[config.mk]
export PLATFORM = sky130hd
export DESIGN_NAME = drum_mac_accum_flat
export DESIGN_NICKNAME = d
export VERILOG_FILES = /design/src/rtl/drum_mac_accum_pkg.sv /design/src/rtl/drum_mac_accum_if.sv /design/src/rtl/drum_mac_accum_sat_add.sv /design/src/rtl/drum_mac_accum.sv /design/src/flat_wrapper.sv
export SDC_FILE = /design/constraint.sdc
export NUM_CORES = 1
export LEC_CHECK = 0
export CORE_MARGIN = 2
export CORE_UTILIZATION = 47
export CTS_CLUSTER_SIZE = 16
export DETAILED_ROUTE_END_ITERATION = 12
export PLACE_DENSITY = 0.78
export SLEW_MARGIN = 10
export SYNTH_ARGS = -nofsm -noshare
export SYNTH_HDL_FRONTEND = slang
export SYNTH_SLANG_ARGS = --single-unit
export TNS_END_PERCENT = 10
[constraint.sdc]
create_clock -name clk -period 2.55 [get_ports clk]
set_clock_uncertainty 0.1 [all_clocks]
set_input_delay 0.765 -clock clk [delete_from_list [all_inputs] [get_ports clk]]
set_output_delay 0.765 -clock clk [all_outputs]
set_load 0.01 [all_outputs]
[src/rtl/drum_mac_accum_pkg.sv]
// rtl/drum_mac_accum_pkg.sv - shared widths and FSM state type for the MAC accumulator
package drum_pkg;

  localparam int PRODUCT_W = 16;
  localparam int ACC_W     = 24;
  localparam int CNT_W     = 8;

  typedef enum logic [1:0] {
    ST_IDLE,
    ST_ACCUM,
    ST_HOLD
  } acc_state_t;

endpackage

[src/rtl/drum_mac_accum_if.sv]
// rtl/drum_mac_accum_if.sv - product input and result output handshake bundle
interface drum_mac_accum_if #(
  parameter int PW = 16,
  parameter int AW = 24,
  parameter int CW = 8
) ();

  logic          in_valid;
  logic          in_ready;
  logic [PW-1:0] in_product;
  logic          in_last;
  logic          out_valid;
  logic          out_ready;
  logic [AW-1:0] out_acc;
  logic [CW-1:0] out_count;
  logic          out_overflow;

  // Upstream producer / downstream consumer side
  modport master (
    output in_valid, in_product, in_last, out_ready,
    input  in_ready, out_valid, out_acc, out_count, out_overflow
  );

  // Accumulator side
  modport slave (
    input  in_valid, in_product, in_last, out_ready,
    output in_ready, out_valid, out_acc, out_count, out_overflow
  );

endinterface

[src/rtl/drum_mac_accum_sat_add.sv]
// rtl/drum_mac_accum_sat_add.sv - signed adder with overflow flag; saturates when DRUM_ACC_SAT_EN is defined
module drum_sat_add #(
  parameter int AW = 24
) (
  input  logic [AW-1:0] a,
  input  logic [AW-1:0] b,
  output logic [AW-1:0] sum,
  output logic          ovf
);

  logic [AW-1:0] raw;

  // Overflow when both operands share a sign and the wrapped sum does not
  always_comb begin
    raw = a + b;
    ovf = (a[AW-1] == b[AW-1]) && (raw[AW-1] != a[AW-1]);
`ifdef DRUM_ACC_SAT_EN
    if (ovf) begin
      sum = a[AW-1] ? {1'b1, {(AW-1){1'b0}}} : {1'b0, {(AW-1){1'b1}}};
    end else begin
      sum = raw;
    end
`else
    sum = raw;
`endif
  end

endmodule

[src/rtl/drum_mac_accum.sv]
// rtl/drum_mac_accum.sv - packet multiply-accumulate of signed products; optional saturation via DRUM_ACC_SAT_EN
module drum_mac_accum
  import drum_pkg::*;
#(
  parameter int PW = PRODUCT_W,
  parameter int AW = ACC_W,
  parameter int CW = CNT_W
) (
  input  logic               clk,
  input  logic               rst_n,
  input  logic               clear,
  drum_mac_accum_if.slave    bus
);

  acc_state_t    state_q, state_d;
  logic [AW-1:0] acc_q, acc_d;
  logic [CW-1:0] count_q, count_d;
  logic          ovf_q, ovf_d;

  logic          in_ready;
  logic          accept;
  logic          pop;
  logic [AW-1:0] prod_ext;
  logic [AW-1:0] add_sum;
  logic          add_ovf;

  // A product arriving alongside clear is consumed by the handshake but dropped
  assign accept   = bus.in_valid & in_ready & ~clear;
  assign pop      = (state_q == ST_HOLD) & bus.out_ready;
  assign prod_ext = {{(AW-PW){bus.in_product[PW-1]}}, bus.in_product};

  drum_sat_add #(.AW(AW)) u_add (
    .a   (acc_q),
    .b   (prod_ext),
    .sum (add_sum),
    .ovf (add_ovf)
  );

  // State and datapath registers
  always_ff @(posedge clk) begin
    if (!rst_n) begin
      state_q <= ST_IDLE;
      acc_q   <= '0;
      count_q <= '0;
      ovf_q   <= 1'b0;
    end else begin
      state_q <= state_d;
      acc_q   <= acc_d;
      count_q <= count_d;
      ovf_q   <= ovf_d;
    end
  end

  // Next state: accumulate until in_last, then hold until the result is taken
  always_comb begin
    state_d = state_q;
    if (clear) begin
      state_d = ST_IDLE;
    end else begin
      case (state_q)
        ST_IDLE, ST_ACCUM: begin
          if (accept) begin
            state_d = bus.in_last ? ST_HOLD : ST_ACCUM;
          end
        end
        ST_HOLD: begin
          if (bus.out_ready) begin
            state_d = ST_IDLE;
          end
        end
        default: state_d = ST_IDLE;
      endcase
    end
  end

  // Datapath next values: clear or a consumed result restart from zero
  always_comb begin
    acc_d   = acc_q;
    count_d = count_q;
    ovf_d   = ovf_q;
    if (clear || pop) begin
      acc_d   = '0;
      count_d = '0;
      ovf_d   = 1'b0;
    end else if (accept) begin
      acc_d   = add_sum;
      count_d = (count_q == {CW{1'b1}}) ? count_q : count_q + 1'b1;
      ovf_d   = ovf_q | add_ovf;
    end
  end

  // Handshake outputs decoded from state; results come straight from registers
  always_comb begin
    in_ready         = (state_q != ST_HOLD);
    bus.in_ready     = in_ready;
    bus.out_valid    = (state_q == ST_HOLD);
    bus.out_acc      = acc_q;
    bus.out_count    = count_q;
    bus.out_overflow = ovf_q;
  end

endmodule

[src/flat_wrapper.sv]
// flat-port wrapper written by rule: the top's interface ports become plain ports
module drum_mac_accum_flat import drum_pkg::*;
#(
  parameter int PW = PRODUCT_W,
  parameter int AW = ACC_W,
  parameter int CW = CNT_W
)
  (clk, rst_n, clear, bus_in_valid, bus_in_product, bus_in_last, bus_out_ready, bus_in_ready, bus_out_valid, bus_out_acc, bus_out_count, bus_out_overflow);
  drum_mac_accum_if #(.PW(PW), .AW(AW), .CW(CW)) bus_i ();
  input  logic clk;
  input  logic rst_n;
  input  logic clear;
  input wire logic [$bits(bus_i.in_valid)-1:0] bus_in_valid;
  input wire logic [$bits(bus_i.in_product)-1:0] bus_in_product;
  input wire logic [$bits(bus_i.in_last)-1:0] bus_in_last;
  input wire logic [$bits(bus_i.out_ready)-1:0] bus_out_ready;
  output wire logic [$bits(bus_i.in_ready)-1:0] bus_in_ready;
  output wire logic [$bits(bus_i.out_valid)-1:0] bus_out_valid;
  output wire logic [$bits(bus_i.out_acc)-1:0] bus_out_acc;
  output wire logic [$bits(bus_i.out_count)-1:0] bus_out_count;
  output wire logic [$bits(bus_i.out_overflow)-1:0] bus_out_overflow;
  assign bus_i.in_valid = bus_in_valid;
  assign bus_i.in_product = bus_in_product;
  assign bus_i.in_last = bus_in_last;
  assign bus_i.out_ready = bus_out_ready;
  assign bus_in_ready = bus_i.in_ready;
  assign bus_out_valid = bus_i.out_valid;
  assign bus_out_acc = bus_i.out_acc;
  assign bus_out_count = bus_i.out_count;
  assign bus_out_overflow = bus_i.out_overflow;
  drum_mac_accum #(.PW(PW), .AW(AW), .CW(CW)) u_core (.clk(clk), .rst_n(rst_n), .clear(clear), .bus(bus_i));
endmodule
Yosys cells after proc, flatten, opt, wreduce, memory -nomap -nowiden
Cells that the tools add are included.

storage, ports and cells
  flip-flop bits (word level) = 35
  bits of input ports = 22
  output and inout bits = 35
  word-level logic and storage cells = 33

operators by class
  add/sub/neg operators = 2
  eq/ne operators = 8
  muxes and demuxes = 4
  bitwise operators = 7
  reductions and logical operators = 8

operator list
  operator             count
  $add 24x24->24       1
  $add 8x1->8 const B  1
  $eq 8x8->1 const B   1
  $mux 2               3
  $reduce_or 2->1      3
  $ne 2x2->1 const B   2
  $pmux 2 s2           1
  $reduce_and 2->1     2
  $and 1x1->1          3
  $not 1->1            3
  $eq 2x1->1 const B   1
  $eq 2x2->1 const B   1
  $logic_not 2->1      1
  $ne 2x1->1 const B   1
  $eq 1x1->1           1
  $logic_and 1x1->1    1
  $logic_or 1x1->1     1
  $ne 1x1->1           1
  $or 1x1->1           1

Logic depth before layout (Yosys ltp)
  word-level depth = 5
  depth in mapped cells = 9
  gate-level depth less buffers = 9

Cells and area by module
A second synthesis with hierarchy kept.

unflattened totals
  cell total of the unflattened synthesis = 335
  area, all modules = 2642.5 µm²

by module, submodules not included
  module          times used  cells an instance  area an instance (µm²)  seq. area each (µm²)
  drum_mac_accum  1           165                1388.8                  700.7
  drum_sat_add    1           170                1253.7                  0.0

Worst setup path after synthesis
Ideal clock, no wire load.

  path kind = input-to-reg
  start = in bus_in_product[7]
  end = reg u_core.acc_q[18], in the netlist u_core.bus.out_acc[18]
  library setup time = 0.062 ns
  arrival = 2.442 ns
  path slack = -0.054 ns
  stages on the path = 8
  path buffers = 0
  cell sequence = ha_1 > a211o_2 > a211oi_1 > a21boi_2 > or3_4 > a21oi_1 > or3_1 > nand3_1

between the ends
  word-level cells in the longest chain between the ends = 1

RTL lines
  item                  line                          source
  from (decl)           flat_wrapper.sv:14            input wire logic [$bits(bus_i.in_product)-1:0] bus_in_product;
  $add 24x24->24        drum_mac_accum_sat_add.sv:15  raw = a + b;
  to (signal assigned)  drum_mac_accum.sv:43          acc_q <= '0;
  to (signal assigned)  drum_mac_accum.sv:48          acc_q <= acc_d;
  to (decl)             drum_mac_accum.sv:16          logic [AW-1:0] acc_q, acc_d;

Every way passes these cells.
A chain may end at the register's enable or synchronous reset.

Worst setup path in the final report
  start = in bus_in_product[10]
  end = reg u_core.acc_q[15], in the netlist u_core.bus.out_acc[15]

Same word-level chain as after synthesis.

==> run_results.csv <==
group,metric,value,unit
synth,yosys_warnings,0,
floorplan,num_rows,27,
placed_design,placed_cells,532,
worst_hold_path,min_from,"u_core.bus.out_overflow",
synth,avgSynthCellArea,7.71,µm²
grt,grt_start_max_net_pins,21,
synth,ys_ff_latch,35,
pwr,p_leak,1.81,nW
floorplan,die_x,79.1,µm
pwr,ir_drop,0.354,mV
floorplan,ios,57,
synth,synthArstFlopShare,0,
worst_setup_path,worstSetupPathType,"in2reg",
worst_setup_path,worstSetupEndpointType,"flop",
synth,synthTopCellsByArea,"dfxtp_1 (26%), ha_1 (11%), a21oi_1 (8.5%)",
grt,grt-ovfl-total,0,
pwr,powerDensity,325,mW/mm²
sta,fmax,0.390,GHz
layout,n_antenna_cell,0,
clock_network,cts_tree,"yes",
layout,fin_util,0.789,
sta,setup_ws,-0.0150,ns
sta,drv_slew,0,
sta,min_period,2.56,ns
worst_setup_path,start_kind,"primary input",
clock_network,path_clk_slew,0.08,ns
pwr,power,1.40,mW
layout,fill_cells,372,
status,status,"finished with violations",
detailed_routing,wl_per_cell,17.0,µm
sta,hold_ws,0.345,ns
grt,grt_usage,0.276,
synth,synth_fp_nets,391,
synth,yosys-top-cells-count,"nand2_1 (48), a21oi_1 (45), dfxtp_1 (35), ha_1 (24)",
floorplan,coreArea,0.00547,mm²
clock_network,cts_buffers,5,
job,drv_cap,0,
worst_hold_path,holdCritPathClass,"reg2reg",
sta,tightest_slew,0.370,ns
placed_design,io_buffers,56,
synth,syn_inst,344,
placed_design,dpl.hpwl,6.04,mm
floorplan,start_util,0.485,
synth,yosysUniqueCellTypes,54,
detailed_routing,first_pass_iters,5,
placed_design,gp_congestion,0.928,
synth,synth_area,0.00265,mm²
detailed_routing,wl,9.38,mm
worst_setup_path,cp_max_fo,3,
clock_network,ctsHoldBuffers,0,
detailed_routing,drtIter0Drc,227,
layout,stdcell_count,552,
worst_setup_path,required,2.67,ns
layout,drive_above_1_share,0.321,
layout,multi_input_area,0.00222,mm²
grt,antenna_found_initial,0,
worst_setup_path,timing.rr.start,"u_core.bus.out_acc[7]",
clock_network,cts.sinks,35,
detailed_routing,vias_per_cell,5.78,
clock_network,h-tree-depth,2,
sta,rsz0062_at_grt,"true",
placed_design,post-place-ws,-0.751,ns
floorplan,die_h,79.1,µm
synth,synth_edf_count,0,
detailed_routing,drc,0,
sta,period_share,1.01,
grt,grt_pass1_vias,3051,
worst_setup_path,arrival,2.69,ns
clock_network,clock_latency,0.30,ns
detailed_routing,drtAntennaViolNets,0,
detailed_routing,via_count,3193,
synth,ys.flop_type,"dfxtp_1",
worst_setup_path,crit_start,"bus_in_product[10]",
layout,area_growth,62.8,%
clock_network,clk_root_buffer_cell,"clkbuf_8",
floorplan,die_area,0.00626,mm²
sta,relSlewSlack,0.753,
synth,synth_top_cell_by_area,"dfxtp_1",
synth,yosysSeqAreaShare,0.264,
grt,grt_pass1_wl,13.7,mm
layout,seq_area,701,µm²
clock_network,clockBufferDepth,2,
sta,setup_viol_count_final,1,
sta,hold_viol_final,0,
synth,yosysTopAreaCellShare,0.264,
layout,nets,528,
status,violations,"negative setup slack",
synth,yosysMostFrequentCell,"nand2_1",
## state kept, by name, summed over array words and instances (netlist names)
name / flops
u_core.bus.out_acc: 24
u_core.bus.out_count: 8
u_core.state_q: 2
u_core.bus.out_overflow: 1
## final cells by class
cell class,instances,area share
clock buffer,6,0.0168
inverter,8,0.00695
multi-input combinational,289,0.515
sequential,35,0.162
tap,72,0.0209
timing repair buffer,142,0.278
## cell families (layout without fill, tap and decap cells)
group                      Yosys count  after routing  share of synthesized area
muxes                                4              4                     0.0151
xor gates and xnor gates            18             18                     0.0594
buffers and inverters               20            156                     0.0358
adders and majority gates           25             25                      0.121
DFF                                 35             35                      0.264
AOI/OAI and AO/OA                  108            108                      0.258
and+or+nand+nor                    134            134                      0.247
## where the power goes
group          internal [mW]  switching [mW]  total (mW)
clock                  0.182           0.198       0.380
sequential             0.559          0.0139       0.573
combinational          0.234           0.218       0.452
## what timing repair did
item | CTS | global route
setup buffers | 8 | 6
pin swaps | 30 | 32
resized for setup | 51 | 46
setup endpoints to repair | 19 | 15
## critical path: stages
cell           delay [ns]
dlygate4sd2_1        0.24
ha_1                 0.28
a21o_1               0.18
a21o_1               0.22
a22o_4               0.29
nor3_4               0.29
nor2_2               0.09
xnor2_1              0.13
a211oi_1             0.21
## metrics by stage
step	instance area, µm²	TNS (ns)
floorplan	2700	-0.0115
global placement	3820	-9.62
detailed placement	3820	-10.25
CTS	4150	-0.0853
global route	4320	-0.417
finish	4320	-0.0150
## placed cells by master (no fill, tap or decap), types with 5 or more instances in the layout
| cell type | Yosys | final |
|---|---|---|
| buf_4 | 2 | 85 |
| nand2_1 | 48 | 46 |
| clkdlybuf4s50_1 | 0 | 40 |
| dfxtp_1 | 35 | 35 |
| a21oi_1 | 45 | 33 |
| nor2_1 | 21 | 19 |
| ha_4 | 0 | 13 |
| nand3_1 | 12 | 12 |
| o21ai_0 | 21 | 12 |
| xnor2_1 | 11 | 11 |
| nor3_1 | 15 | 11 |
| a21oi_2 | 1 | 10 |
| ha_1 | 24 | 9 |
| inv_1 | 8 | 8 |
| a21o_1 | 7 | 7 |
| nand4_1 | 7 | 7 |
| xor2_1 | 7 | 7 |
| or3_1 | 7 | 6 |
| o21ai_1 | 0 | 5 |
| o21a_1 | 5 | 5 |
| clkbuf_8 | 1 | 5 |
| dlygate4sd2_1 | 0 | 5 |
| dlymetal6s2s_1 | 0 | 5 |
## worst paths after layout
kind	slack [ns]	depth (start not counted)	to
max	-0.01	9	u_core.bus.out_acc[15]
min	0.34	2	u_core.bus.out_overflow
max reg2reg	0.29	8	u_core.bus.out_acc[18]
min reg2reg	0.34	2	u_core.bus.out_overflow
## layer usage
layer,vias up,wire length (µm),part of all wire,track usage
met3,33,422,0.045,0.0477
met1,1500,3950,0.42,0.340
li1,1532,-,-,-
met5,-,0,0,0
met4,0,315,0.034,0.0914
met2,128,4690,0.50,0.484
Power figures use the tool's default switching activity.
